<file path="config.mk">
export PLATFORM = sky130hd
export DESIGN_NAME = ntt_stage_seq
export DESIGN_NICKNAME = d
export VERILOG_FILES = /design/src/rtl/ntt_pkg.sv /design/src/rtl/ntt_valid_delay.sv /design/src/rtl/ntt_stage_seq.sv
export SDC_FILE = /design/constraint.sdc
export NUM_CORES = 1
export LEC_CHECK = 0
export CAP_MARGIN = 20
export CORE_UTILIZATION = 30
export DETAILED_ROUTE_END_ITERATION = 8
export PLACE_DENSITY_LB_ADDON = 0.25
export SLEW_MARGIN = 20
export SYNTH_ARGS = -nofsm -noshare
export SYNTH_HDL_FRONTEND = slang
export SYNTH_SLANG_ARGS = --single-unit
</file>
<file path="constraint.sdc">
create_clock -name clk -period 4.3 [get_ports clk]
set_input_delay 0.86 -clock clk [delete_from_list [all_inputs] [get_ports clk]]
set_output_delay 0.86 -clock clk [all_outputs]
set_load 0.05 [all_outputs]
</file>
<file path="src/rtl/ntt_pkg.sv">
// Shared definitions for the NTT stage sequencer: default sizes, FSM state type
// and address field types.
package ntt_pkg;

  localparam int LOGN_DEF    = 8;
  localparam int N_DEF       = 1 << LOGN_DEF;
  localparam int LATENCY_DEF = 4;
  localparam int SW_DEF      = $clog2(LOGN_DEF);

  typedef enum logic [1:0] {
    IDLE  = 2'd0,
    ISSUE = 2'd1,
    DRAIN = 2'd2,
    DONE  = 2'd3
  } seq_state_t;

  typedef logic [LOGN_DEF-1:0] addr_t;
  typedef logic [LOGN_DEF-2:0] tw_t;

endpackage

</file>
<file path="src/rtl/ntt_valid_delay.sv">
// Fixed-depth shift line carrying {valid, addr_a, addr_b} from read issue to
// write-back; asynchronous reset clears every stage so no stale write survives.
module ntt_valid_delay #(
  parameter int W     = 17,
  parameter int DEPTH = 4
) (
  input  logic         clk,
  input  logic         reset,
  input  logic [W-1:0] d_i,
  output logic [W-1:0] q_o
);

  logic [W-1:0] line_q [DEPTH];

  // shift register, one stage per pipeline cycle
  always_ff @(posedge clk or posedge reset) begin
    if (reset) begin
      for (int i = 0; i < DEPTH; i++) begin
        line_q[i] <= {W{1'b0}};
      end
    end else begin
      line_q[0] <= d_i;
      for (int i = 1; i < DEPTH; i++) begin
        line_q[i] <= line_q[i-1];
      end
    end
  end

  assign q_o = line_q[DEPTH-1];

endmodule

</file>
<file path="src/rtl/ntt_stage_seq.sv">
// Radix-2 Cooley-Tukey NTT stage sequencer: issues butterfly read pairs and
// twiddle indices, then replays addresses as write-backs LATENCY cycles later.
// Optional cycle counter output perf_cycles when NTT_SEQ_PERF_EN is defined.
module ntt_stage_seq
  import ntt_pkg::*;
#(
  parameter int LOGN    = LOGN_DEF,
  parameter int LATENCY = LATENCY_DEF,
  parameter int SW      = SW_DEF
) (
  input  logic            clk,
  input  logic            reset,
  input  logic            start,
  input  logic [SW-1:0]   stage,
  input  logic            stall,
  output logic            busy,
  output logic            done,
  output logic            rd_en,
  output logic [LOGN-1:0] rd_addr_a,
  output logic [LOGN-1:0] rd_addr_b,
  output logic [LOGN-2:0] tw_addr,
  output logic            wr_en,
  output logic [LOGN-1:0] wr_addr_a,
  output logic [LOGN-1:0] wr_addr_b
`ifdef NTT_SEQ_PERF_EN
  ,
  output logic [15:0]     perf_cycles
`endif
);

  localparam int HALF_N = 1 << (LOGN - 1);
  localparam int CW     = $clog2(LATENCY + 1) + 1;
  localparam int DW     = 1 + 2 * LOGN;
  localparam logic [LOGN-2:0] J_LAST = (LOGN-1)'(HALF_N - 1);

  seq_state_t      state_q, state_d;
  logic [LOGN-2:0] j_q, j_d;
  logic [SW-1:0]   s_q, s_d;
  logic [CW-1:0]   cnt_q, cnt_d;
  logic            busy_q, busy_d;
  logic            done_q, done_d;
  logic            rd_en_q, rd_en_d;
  logic [LOGN-1:0] rd_a_q, rd_a_d;
  logic [LOGN-1:0] rd_b_q, rd_b_d;
  logic [LOGN-2:0] tw_q, tw_d;

  logic [LOGN-1:0] half_s, pos_s, grp_s, a_s, b_s;
  logic [LOGN-2:0] tw_s;
  logic [SW-1:0]   tw_shamt_s;
  logic            stage_ok_s;
  logic [DW-1:0]   dl_in_s, dl_out_s;

  assign stage_ok_s = (32'(stage) < LOGN);

  // butterfly address generation for pair j of stage s
  always_comb begin
    half_s     = LOGN'(1'b1) << s_q;
    pos_s      = {1'b0, j_q} & (half_s - LOGN'(1'b1));
    grp_s      = {1'b0, j_q} >> s_q;
    a_s        = ((grp_s << s_q) << 1'b1) + pos_s;
    b_s        = a_s + half_s;
    tw_shamt_s = SW'(LOGN - 1) - s_q;
    tw_s       = pos_s[LOGN-2:0] << tw_shamt_s;
  end

  // FSM next-state and registered-output next values
  always_comb begin
    state_d = state_q;
    j_d     = j_q;
    s_d     = s_q;
    busy_d  = 1'b0;
    done_d  = 1'b0;
    rd_en_d = 1'b0;
    rd_a_d  = rd_a_q;
    rd_b_d  = rd_b_q;
    tw_d    = tw_q;
    // wr_en comes straight from the delay line, so it is already counted here
    cnt_d   = cnt_q + CW'(rd_en_q) - CW'(wr_en);
    case (state_q)
      IDLE: begin
        if (start && stage_ok_s) begin
          state_d = ISSUE;
          s_d     = stage;
          j_d     = {(LOGN-1){1'b0}};
        end else begin
          state_d = IDLE;
        end
      end
      ISSUE: begin
        busy_d = 1'b1;
        if (!stall) begin
          rd_en_d = 1'b1;
          rd_a_d  = a_s;
          rd_b_d  = b_s;
          tw_d    = tw_s;
          j_d     = j_q + (LOGN-1)'(1'b1);
          if (j_q == J_LAST) begin
            state_d = DRAIN;
          end else begin
            state_d = ISSUE;
          end
        end else begin
          state_d = ISSUE;
        end
      end
      DRAIN: begin
        busy_d = 1'b1;
        if (cnt_d == {CW{1'b0}}) begin
          state_d = DONE;
          done_d  = 1'b1;
        end else begin
          state_d = DRAIN;
        end
      end
      DONE: begin
        state_d = IDLE;
      end
      default: begin
        state_d = IDLE;
      end
    endcase
  end

  // state and output registers
  always_ff @(posedge clk or posedge reset) begin
    if (reset) begin
      state_q <= IDLE;
      j_q     <= {(LOGN-1){1'b0}};
      s_q     <= {SW{1'b0}};
      cnt_q   <= {CW{1'b0}};
      busy_q  <= 1'b0;
      done_q  <= 1'b0;
      rd_en_q <= 1'b0;
      rd_a_q  <= {LOGN{1'b0}};
      rd_b_q  <= {LOGN{1'b0}};
      tw_q    <= {(LOGN-1){1'b0}};
    end else begin
      state_q <= state_d;
      j_q     <= j_d;
      s_q     <= s_d;
      cnt_q   <= cnt_d;
      busy_q  <= busy_d;
      done_q  <= done_d;
      rd_en_q <= rd_en_d;
      rd_a_q  <= rd_a_d;
      rd_b_q  <= rd_b_d;
      tw_q    <= tw_d;
    end
  end

  assign dl_in_s = {rd_en_q, rd_a_q, rd_b_q};

  ntt_valid_delay #(
    .W     (DW),
    .DEPTH (LATENCY)
  ) u_delay (
    .clk   (clk),
    .reset (reset),
    .d_i   (dl_in_s),
    .q_o   (dl_out_s)
  );

  assign {wr_en, wr_addr_a, wr_addr_b} = dl_out_s;

  assign busy      = busy_q;
  assign done      = done_q;
  assign rd_en     = rd_en_q;
  assign rd_addr_a = rd_a_q;
  assign rd_addr_b = rd_b_q;
  assign tw_addr   = tw_q;

`ifdef NTT_SEQ_PERF_EN
  logic [15:0] perf_q, perf_d;

  // run-length counter: restarts on accepted start, saturates, holds in IDLE
  always_comb begin
    perf_d = perf_q;
    if (state_q == IDLE && start && stage_ok_s) begin
      perf_d = 16'h0000;
    end else if (state_q != IDLE && perf_q != 16'hFFFF) begin
      perf_d = perf_q + 16'h0001;
    end else begin
      perf_d = perf_q;
    end
  end

  // perf counter register
  always_ff @(posedge clk or posedge reset) begin
    if (reset) begin
      perf_q <= 16'h0000;
    end else begin
      perf_q <= perf_d;
    end
  end

  assign perf_cycles = perf_q;
`endif

endmodule

</file>
==> summary.txt <==
Clock network
  – CTS tree: done
  – Post-CTS Hold Fix Bufs: 0
  – Reg clk slew, reported paths: 0.07 ns
  – Clock latency on the worst-skew pair: 0.34 ns
  – CTS sink cnt: 110
  – H-tree depth: 3
  – Root buffer cell: clkbuf_16
  – Max clock buf depth: 2
  – TritonCTS Buffers: 9
  – CTS resizes: 0
  – Setup Buffers After CTS: 0

Setup path
  – Critical path origin: s_q[0]$_DFFE_PP0P_
  – Worst Setup Path Type: register to register
  – CP Capture Type: register
  – Crit path DAT: 4.08 ns
  – Critical path peak fanout: 6
  – R2r worst-path depth: 19
  – CP required: 4.52 ns
  – CP Launch Type: register
  – R2R Path Start: s_q[0]$_DFFE_PP0P_

STA
  – Pins over their slew limit: 0
  – PnR worst setup slack: 0.436 ns
  – Setup Viol. Count Final: 0
  – Slew margin rel.: 0.459
  – Clock Skew: 0.00363 ns
  – Final Hold Violating Endpoints: 0
  – Fmax: 0.259 GHz
  – Fin crit period: 3.86 ns
  – Final period util: 0.899
  – Final setup TNS: 0 ns
  – Slew at the pin closest to its max-slew limit: 0.812 ns
  – RSZ-0062 raised after global routing: no

Logic synthesis
  – Syn_area_per_cell: 11.6 um^2
  – EDFF count, synth: 0
  – Synth Area in Compound Gates: 0.0860
  – Net count after synthesis: 417
  – Main combinational cell family by area after synthesis: simple AND/OR/NAND/NOR gates
  – Post-synthesis adder-cell area fraction: 0.0713
  – Simple-gate portion of the synthesized area: 0.122
  – Seq cells post-synth: 110
  – Synthesized cell area: 4490 um^2
  – Fraction of synthesized area in multiplexers: 0.0145
  – Post-Syn Instances: 387
  – Post-synth ARST share: 1.00
  – Dominant synthesized flop cell: dfrtp_1
  – Post-synthesis xor/xnor area fraction: 0.0370
  – Synth warn: 0
  – Library cells used by synthesis: 45
  – Sequential fraction of the synthesis area: 0.612

Final layout
  – Most frequent cells in the layout: 110 x dfrtp_1, 52 x nand2_1, 49 x clkdlybuf4s50_1
  – Fin cells: 613
  – Area grow syn2layout: 20.6%
  – Final net count: 455
  – Most common cell after layout, fill and taps aside: dfrtp_1
  – Share of cells above drive strength 1: 0.0793
  – N_diodes: 0

Routing
  – Residual DRC: 0
  – Met1 WL: 3960 um
  – WL per Instance: 13.5 um
  – DRT Pass-1 Iters: 4
  – Vias: 2731
  – Antenna Nets Post-Route: 0
  – DR vias/cell: 4.46
  – Met3 routed WL: 212 um
  – Final WL: 8280 um
  – Top sig layer: met4
  – Initial DRC count: 195
  – Metal2 WL: 3810 um

Global route
  – Number of global-route vias before repair: 2749
  – Antenna violations before repair: 0
  – Largest net degree at the start of global routing: 66
  – GRT Util Overall: 0.117
  – Residual overflow from global routing: 0
  – First-pass GRT wire length: 14200 um

Floorplanning
  – Die Y: 124 um
  – IO Pins: 50
  – Core area: 14600 um^2
  – Die ar.: 15500 um^2
  – Starting density of the core: 0.308
  – Placement row count: 44
  – Die Width: 124 um

Min path
  – Worst hold path class: register to register
  – Hold path cells: 0
  – Hold Crit Start: u_delay.line_q[26]$_DFF_PP0_

Power and ir drop
  – Peak supply drop: 0.238 mV
  – Leak Pwr: 2.55 nW
  – Power Density: 757 nW/um^2

Place
  – Dpl ws: 0.452 ns
  – GP Congestion: 0.784
  – Placed insts: 598
  – HPWL after detailed placement: 5730 um
  – Port buffer count: 49

Run
  – Max Cap Viol: 0

Run status
  – Outcome: finished clean
-- path summary, 6_finish.rpt --
check	endpoint	slack [ns]
min reg2reg	u_delay.q_o[9]$_DFF_PP0_	0.35
max reg2reg	rd_addr_b[7]$_DFFE_PP0P_	0.44
min in group asynchronous	u_delay.q_o[10]$_DFF_PP0_	1.01
max	rd_addr_b[7]$_DFFE_PP0P_	0.44
max in group asynchronous	rd_addr_a[6]$_DFFE_PP0P_	2.58
min	u_delay.q_o[9]$_DFF_PP0_	0.35
-- synthesized netlist by cell type (4+ instances only) --
cell	count	share of area
o31ai_1	6	0.010
nand2b_1	6	0.0084
xnor2_1	11	0.021
nand3_1	5	0.0056
mux2_2	4	0.010
nand2_1	52	0.043
nand4_1	5	0.0070
a21oi_1	13	0.014
nor2b_1	7	0.0097
dfrtp_1	110	0.61
ha_1	20	0.056
xor2_1	8	0.016
clkbuf_1	10	0.0084
o21ai_0	19	0.021
buf_4	16	0.027
nor2_1	22	0.018
a21o_1	4	0.0067
and3_1	4	0.0056
nor3_1	5	0.0056
inv_1	21	0.018
-- where the power goes --
group          switching, W  internal [W]  leakage, nW
sequential         0.000155       0.00136         1.45
combinational       0.00111      0.000601        0.949
clock              0.000362      0.000507        0.152
-- flip-flops by register name (all words and copies together) (netlist names), named ones only --
signal          cells
state_q             1
rd_addr_a           8
cnt_q               4
busy                1
j_q                 7
s_q                 3
rd_en               1
u_delay.line_q     51
u_delay.q_o        17
done                1
rd_addr_b           8
tw_addr             7
-- routing by layer --
layer | up-vias | GRT usage
li1 | 1336 | -
met1 | 1324 | 0.156
met2 | 54 | 0.175
met3 | 17 | 0.0210
met4 | 0 | 0.0765
met5 | - | 0
-- cell families after synthesis --
family / Yosys count
AOI/OAI and AO/OA: 61
xor gates and xnor gates: 19
adders and majority gates: 24
buffers and inverters: 50
DFF: 110
muxes: 6
other: 1
and+or+nand+nor: 116
-- per-stage QoR --
step                       util  instance area (um^2)  hold slack [ns]  total power (W)
after floorplan               -                  4490            0.331          0.00280
after global placement    0.350                  5110            0.331          0.00325
after detailed placement  0.350                  5110            0.335          0.00328
after CTS                 0.372                  5420            0.349          0.00417
after global routing      0.372                  5420            0.353          0.00438
final                     0.372                  5420            0.348          0.00410
-- layout make-up --
type | count | area (um^2)
multi-input combinational | 227 | 1490
fill | 1399 | 9170
tap | 184 | 230
timing repair buffer | 56 | 556
clock inverter | 6 | 86.3
sequential | 110 | 2750
inverter | 21 | 81.3
clock buffer | 9 | 225
-- critical path, stage by stage (launching register included) --
cell      delay (ns)
dfrtp_1         0.37
or2_2           0.33
nor2_1          0.14
inv_1           0.09
ha_1            0.26
xnor2_1         0.15
nand2b_1        0.17
inv_1           0.06
ha_1            0.26
a21o_1          0.18
a21oi_1         0.22
o21bai_1        0.09
a21oi_1         0.18
xnor2_1         0.15
ha_1            0.30
o21a_1          0.14
o31ai_1         0.31
a211oi_2        0.09
xnor2_1         0.17
o21ai_1         0.07
Power figures use the tool's default switching activity.
